File: src/rtl/uart_cmd_ctrl.sv
// Frame controller behind the UART receiver: sync hunt, addr/len/payload/XOR checksum, then a burst of register writes.
// Optional ACK request outputs (ack_valid/ack_data) are built only when UART_CMD_ACK_EN is defined.
module uart_cmd_ctrl #(
   parameter int unsigned MAXLEN      = 16,
   parameter int unsigned TIMEOUT_CYC = 50000,
   parameter logic [7:0]  SYNC_BYTE   = 8'hA5
) (
   input  logic       clk50m,
   input  logic       rst_n,
   input  logic [7:0] rx_data,
   input  logic       rx_ready,
   input  logic       rx_error,
   output logic       wr_en,
   output logic [7:0] wr_addr,
   output logic [7:0] wr_data,
   output logic       busy,
   output logic       frame_ok,
   output logic       frame_err,
   output logic [2:0] err_code
`ifdef UART_CMD_ACK_EN
   ,
   output logic       ack_valid,
   output logic [7:0] ack_data
`endif
);

   // state | meaning
   // HUNT  | discard bytes until SYNC_BYTE
   // ADDR  | expect start address
   // LEN   | expect payload length (1..MAXLEN)
   // DATA  | buffer payload bytes
   // CHK   | compare XOR checksum
   // WRITE | emit one wr_en per buffered byte, then frame_ok
   typedef enum logic [2:0] {S_HUNT, S_ADDR, S_LEN, S_DATA, S_CHK, S_WRITE} state_t;

   localparam int unsigned IW       = (MAXLEN > 1) ? $clog2(MAXLEN) : 1;
   localparam int unsigned TW       = $clog2(TIMEOUT_CYC + 1);
   localparam logic [TW-1:0] TMR_LOAD = TW'(TIMEOUT_CYC - 1);
   localparam logic [7:0]  MAXLEN_B = 8'(MAXLEN);

   state_t        state_q, state_d;
   logic          rx_ready_q;
   logic [7:0]    addr_q, addr_d;
   logic [7:0]    len_q, len_d;
   logic [7:0]    chk_q, chk_d;
   logic [7:0]    idx_q, idx_d;
   logic [TW-1:0] tmr_q, tmr_d;
   logic          wr_en_q, wr_en_d;
   logic [7:0]    wr_addr_q, wr_addr_d;
   logic [7:0]    wr_data_q, wr_data_d;
   logic          busy_q, busy_d;
   logic          frame_ok_q, frame_ok_d;
   logic          frame_err_q, frame_err_d;
   logic [2:0]    err_code_q, err_code_d;
   logic [7:0]    pay_q [0:MAXLEN-1];

   logic          byte_stb;
   logic          pay_we;
   logic          abort;
   logic [2:0]    abort_code;

   assign byte_stb = rx_ready & ~rx_ready_q;

   always_comb begin
      state_d     = state_q;
      addr_d      = addr_q;
      len_d       = len_q;
      chk_d       = chk_q;
      idx_d       = idx_q;
      tmr_d       = tmr_q;
      wr_en_d     = 1'b0;
      wr_addr_d   = wr_addr_q;
      wr_data_d   = wr_data_q;
      frame_ok_d  = 1'b0;
      frame_err_d = 1'b0;
      err_code_d  = err_code_q;
      pay_we      = 1'b0;
      abort       = 1'b0;
      abort_code  = 3'd0;

      case (state_q)
         S_HUNT: begin
            if (byte_stb && !rx_error && rx_data == SYNC_BYTE) begin
               state_d = S_ADDR;
               tmr_d   = TMR_LOAD;
            end
         end
         S_ADDR, S_LEN, S_DATA, S_CHK: begin
            // A byte on the terminal-count cycle wins over the timeout.
            if (byte_stb) begin
               tmr_d = TMR_LOAD;
               if (rx_error) begin
                  abort      = 1'b1;
                  abort_code = 3'd1;
               end else if (state_q == S_ADDR) begin
                  addr_d  = rx_data;
                  chk_d   = rx_data;
                  state_d = S_LEN;
               end else if (state_q == S_LEN) begin
                  if (rx_data == 8'd0 || rx_data > MAXLEN_B) begin
                     abort      = 1'b1;
                     abort_code = 3'd2;
                  end else begin
                     len_d   = rx_data;
                     chk_d   = chk_q ^ rx_data;
                     idx_d   = 8'd0;
                     state_d = S_DATA;
                  end
               end else if (state_q == S_DATA) begin
                  pay_we = 1'b1;
                  chk_d  = chk_q ^ rx_data;
                  if (idx_q == len_q - 8'd1) state_d = S_CHK;
                  else idx_d = idx_q + 8'd1;
               end else begin
                  if (rx_data == chk_q) begin
                     idx_d   = 8'd0;
                     state_d = S_WRITE;
                  end else begin
                     abort      = 1'b1;
                     abort_code = 3'd3;
                  end
               end
            end else if (tmr_q == '0) begin
               abort      = 1'b1;
               abort_code = 3'd4;
            end else begin
               tmr_d = tmr_q - TW'(1);
            end
         end
         S_WRITE: begin
            if (idx_q == len_q) begin
               frame_ok_d = 1'b1;
               err_code_d = 3'd0;
               state_d    = S_HUNT;
            end else begin
               wr_en_d   = 1'b1;
               wr_addr_d = addr_q + idx_q;
               wr_data_d = pay_q[idx_q[IW-1:0]];
               idx_d     = idx_q + 8'd1;
            end
         end
         default: state_d = S_HUNT;
      endcase

      if (abort) begin
         frame_err_d = 1'b1;
         err_code_d  = abort_code;
         state_d     = S_HUNT;
      end

      busy_d = (state_d != S_HUNT);
   end

   always_ff @(posedge clk50m or negedge rst_n) begin
      if (!rst_n) begin
         state_q     <= S_HUNT;
         rx_ready_q  <= 1'b1;
         addr_q      <= 8'd0;
         len_q       <= 8'd0;
         chk_q       <= 8'd0;
         idx_q       <= 8'd0;
         tmr_q       <= '0;
         wr_en_q     <= 1'b0;
         wr_addr_q   <= 8'd0;
         wr_data_q   <= 8'd0;
         busy_q      <= 1'b0;
         frame_ok_q  <= 1'b0;
         frame_err_q <= 1'b0;
         err_code_q  <= 3'd0;
      end else begin
         state_q     <= state_d;
         rx_ready_q  <= rx_ready;
         addr_q      <= addr_d;
         len_q       <= len_d;
         chk_q       <= chk_d;
         idx_q       <= idx_d;
         tmr_q       <= tmr_d;
         wr_en_q     <= wr_en_d;
         wr_addr_q   <= wr_addr_d;
         wr_data_q   <= wr_data_d;
         busy_q      <= busy_d;
         frame_ok_q  <= frame_ok_d;
         frame_err_q <= frame_err_d;
         err_code_q  <= err_code_d;
      end
   end

   // Payload buffer holds no reset; it is always written before it is read.
   always_ff @(posedge clk50m) begin
      if (pay_we) pay_q[idx_q[IW-1:0]] <= rx_data;
   end

   assign wr_en     = wr_en_q;
   assign wr_addr   = wr_addr_q;
   assign wr_data   = wr_data_q;
   assign busy      = busy_q;
   assign frame_ok  = frame_ok_q;
   assign frame_err = frame_err_q;
   assign err_code  = err_code_q;

`ifdef UART_CMD_ACK_EN
   logic       ack_valid_q, ack_valid_d;
   logic [7:0] ack_data_q, ack_data_d;

   always_comb begin
      ack_valid_d = frame_ok_q | frame_err_q;
      ack_data_d  = ack_data_q;
      if (frame_ok_q) ack_data_d = 8'h06;
      else if (frame_err_q) ack_data_d = 8'h15;
   end

   always_ff @(posedge clk50m or negedge rst_n) begin
      if (!rst_n) begin
         ack_valid_q <= 1'b0;
         ack_data_q  <= 8'd0;
      end else begin
         ack_valid_q <= ack_valid_d;
         ack_data_q  <= ack_data_d;
      end
   end

   assign ack_valid = ack_valid_q;
   assign ack_data  = ack_data_q;
`endif

endmodule

File: config.mk
export PLATFORM = sky130hd
export DESIGN_NAME = uart_cmd_ctrl
export DESIGN_NICKNAME = d
export VERILOG_FILES = /design/src/rtl/uart_cmd_ctrl.sv
export SDC_FILE = /design/constraint.sdc
export NUM_CORES = 1
export LEC_CHECK = 0
export CELL_PAD_IN_SITES_DETAIL_PLACEMENT = 1
export CELL_PAD_IN_SITES_GLOBAL_PLACEMENT = 1
export CORE_ASPECT_RATIO = 0.8
export CORE_UTILIZATION = 39
export DETAILED_ROUTE_END_ITERATION = 10
export PLACE_DENSITY_LB_ADDON = 0.05
export SLEW_MARGIN = 20
export SYNTH_ARGS = -nofsm -noshare
export SYNTH_HDL_FRONTEND = slang
export SYNTH_SLANG_ARGS = --single-unit
File: constraint.sdc
create_clock -name clk50m -period 6.85 [get_ports clk50m]
set_input_delay 1.0275 -clock clk50m [delete_from_list [all_inputs] [get_ports clk50m]]
set_output_delay 1.0275 -clock clk50m [all_outputs]
set_load 0.005 [all_outputs]
==> flow_summary.yaml <==
yosys:
  synthesis.area_um2: 9376
  synth_top_cell_by_area: "edfxtp_1"
  yosysWarnings: 0
  synth_top_area_share_pct: 40.99
  syn_area_per_cell_um2: 14.36
  synth-edff-count: 128
  synthFlopType: "edfxtp_1"
  ys_types: 74
  async_flop_share_pct: 36.95
  ys_top_cells_by_count: "edfxtp_1, dfrtp_1, mux4_2"
  seq_area_frac_synth_pct: 61.02
  synthCells: 653
  synth.area.top_cells: "edfxtp_1, dfrtp_1, mux4_2"
  ys_seq_elements: 203
  synth_most_common_cell: "edfxtp_1"
  postSynthNetCount: 679
routing:
  wire_per_inst_um: 22.88
  routed_via_density: 5.579
  ant_nets: 0
  wl_um: 23130
  first_iter_violations: 407
  dr.pass1.iters: 4
  vias: 5640
  drc: 0
clocking:
  cts_root_buf: "clkbuf_16"
  cts_buffers: 23
  clk_latency_ps: 500
  ctsHoldBuffers: 0
  postCtsSetupRepairBufs: 0
  cts_resized: 0
  cts_max_level: 1
  clk_path_buf_depth: 3
  cts_sinks: 203
  path_clk_slew_ps: 60
  cts_tree: "done"
critical_path:
  required_ps: 7270
  endpoint_kind: "flop"
  cp_max_fo: 24
  cp-start-kind: "primary input"
  crit_family: "simple AND/OR/NAND/NOR gates"
  worst_path_max_delay_cell: "clkdlybuf4s50_1"
  arrival_ps: 4320
  crit_chain: "clkdlybuf4s50_1 > or2_2 > o41ai_1 > a21boi_2 > nand3_2 > or4_1 > a21oi_1"
  critPathBufInv: 1
  critical_path_class: "primary input to flop"
  cp_slowest_stage_delay_ps: 850
grt:
  grt-ovfl-total: 0
  grt_pass1_vias: 5856
  track_usage_pct: 19.48
  grt_pass1_wl_um: 36110
  grt_max_degree: 76
  antenna_found_initial: 0
floorplan:
  io_pins: 35
  die_height_um: 140.7
  start_util_pct: 39.86
  die_area_um2: 24670
  num_rows: 50
  chipWidth_um: 175.4
  coreArea_um2: 23520
flow_run:
  drv_cap: 0
sta:
  slew_headroom_pct: 24.28
  period_share_pct: 57.05
  setup_violations: 0
  rsz0062_at_grt: "false"
  max_freq_mhz: 255.9
  clock_skew_ps: 15.93
  report.final.slew_viol_count: 0
  hold_viol: 0
  setup_tns_ps: 0
  timing.hold.ws_ps: 486.7
  fin_crit_ps: 3908
  worstMarginPinSlew_ps: 1132
finish:
  nets: 709
  drive_above_1_share_pct: 21.17
  final_util_pct: 46.11
  diodes: 0
  fin_area_um2: 10850
  area_delta_synth_final_pct: 15.68
  regArea_um2: 5724
  fillers: 2361
  multi_input_area_um2: 3445
worst_hold_path:
  hold_class: "flop to flop"
placement:
  io_buffers: 34
  dpl_cell_area_um2: 10010
  place_hpwl_um: 15200
  place_congestion: 0.8113
power:
  totalPowerFinal_mw: 3.189
  ir_worst_vdd_uv: 196.0
  p_leak_nw: 3.899
  power_density_nw_per_um2: 294.0
run_status:
  status: "completed"
-- layer usage --
metal	wire length, um	up-vias	track usage (%)	share of wire (%)
met5	0	-	0	0
met4	305	0	3.616	1.3
met3	938	21	3.371	4.1
met2	10170	101	28.88	44
met1	11720	2956	30.10	51
li1	-	2562	-	-
-- sequential cells by signal, indices dropped and copies added (netlist names) --
signal / flops
chk_q: 8
err_code: 3
state_q: 3
idx_q: 8
len_q: 8
wr_data: 8
frame_ok: 1
frame_err: 1
addr_q: 8
tmr_q: 16
busy: 1
wr_addr: 8
pay_q: 128
wr_en: 1
rx_ready_q: 1
-- final cells by class --
| class | instances | share of cell area [%] |
|---|---|---|
| Clock buffer | 30 | 6.021 |
| Clock inverter | 11 | 1.523 |
| Inverter | 22 | 0.7613 |
| Multi-Input combinational cell | 393 | 31.76 |
| Sequential cell | 203 | 52.77 |
| Tap cell | 312 | 3.599 |
| Timing Repair Buffer | 40 | 3.564 |
-- metrics by stage --
stage	worst slack (ps)	cells
finish	2942	1011
global placement	2498	970
detailed placement	2426	970
global route	2828	1011
CTS	2948	1011
floorplan	3786	653
-- placed cells by master (no fill, tap or decap), types with 5 or more instances in the layout --
master and instances:
mux2_2 23, or2_2 6, nor2_1 39, nand3_1 20
xor2_1 17, o21ai_0 26, edfxtp_1 128, buf_4 6
ha_1 13, xnor2_1 12, or4_1 5, and3_1 7
mux4_2 40, dfrtp_1 72, nand2b_1 6, clkdlybuf4s50_1 33
nor2b_1 7, or3_1 5, nand2_1 31, o31ai_1 6
clkbuf_16 24, nor3_1 11, a21oi_1 28, inv_1 22
o41ai_1 6
-- logic make-up (layout without fill, tap and decap cells) --
group | after synthesis | after routing | share of synthesized area, %
AOI/OAI and AO/OA | 103 | 103 | 7.446
and+or+nand+nor | 181 | 181 | 11.49
DFF | 203 | 203 | 61.02
xor gates and xnor gates | 29 | 29 | 2.709
muxes | 66 | 66 | 12.80
adders and majority gates | 14 | 14 | 1.948
buffers and inverters | 57 | 103 | 2.589
-- report_power, final --
group / total, mW / leakage (nW) / internal (mW) / switching (mW)
registers: 1.46 / 2.11 / 1.37 / 0.0831
clock network: 1.32 / 0.391 / 0.823 / 0.493
logic: 0.417 / 1.40 / 0.171 / 0.246
total: 3.19 / 3.90 / 2.37 / 0.823
-- path summary, 6_finish.rpt --
path | start | endpoint | slack, ps | cells after the start
min in group asynchronous | rst_n | wr_data[1] | 570 | 1
hold / removal | wr_addr[1] | wr_addr[1] | 490 | 2
setup reg to reg | idx_q[3] | idx_q[0] | 3710 | 6
max in group asynchronous | rst_n | idx_q[0] | 5730 | 1
setup / recovery | rx_data[3] | tmr_q[11] | 2940 | 7
hold reg to reg | wr_addr[1] | wr_addr[1] | 490 | 2
-- worst register-to-register path, cell delays in order, from the launching register on --
cell and delay, ps:
dfrtp_2 780, xnor2_1 270, nor4b_4 390, a21oi_4 280
nor4b_4 550, or3_1 420, mux2_4 340
(Power assumes the default switching activity.)
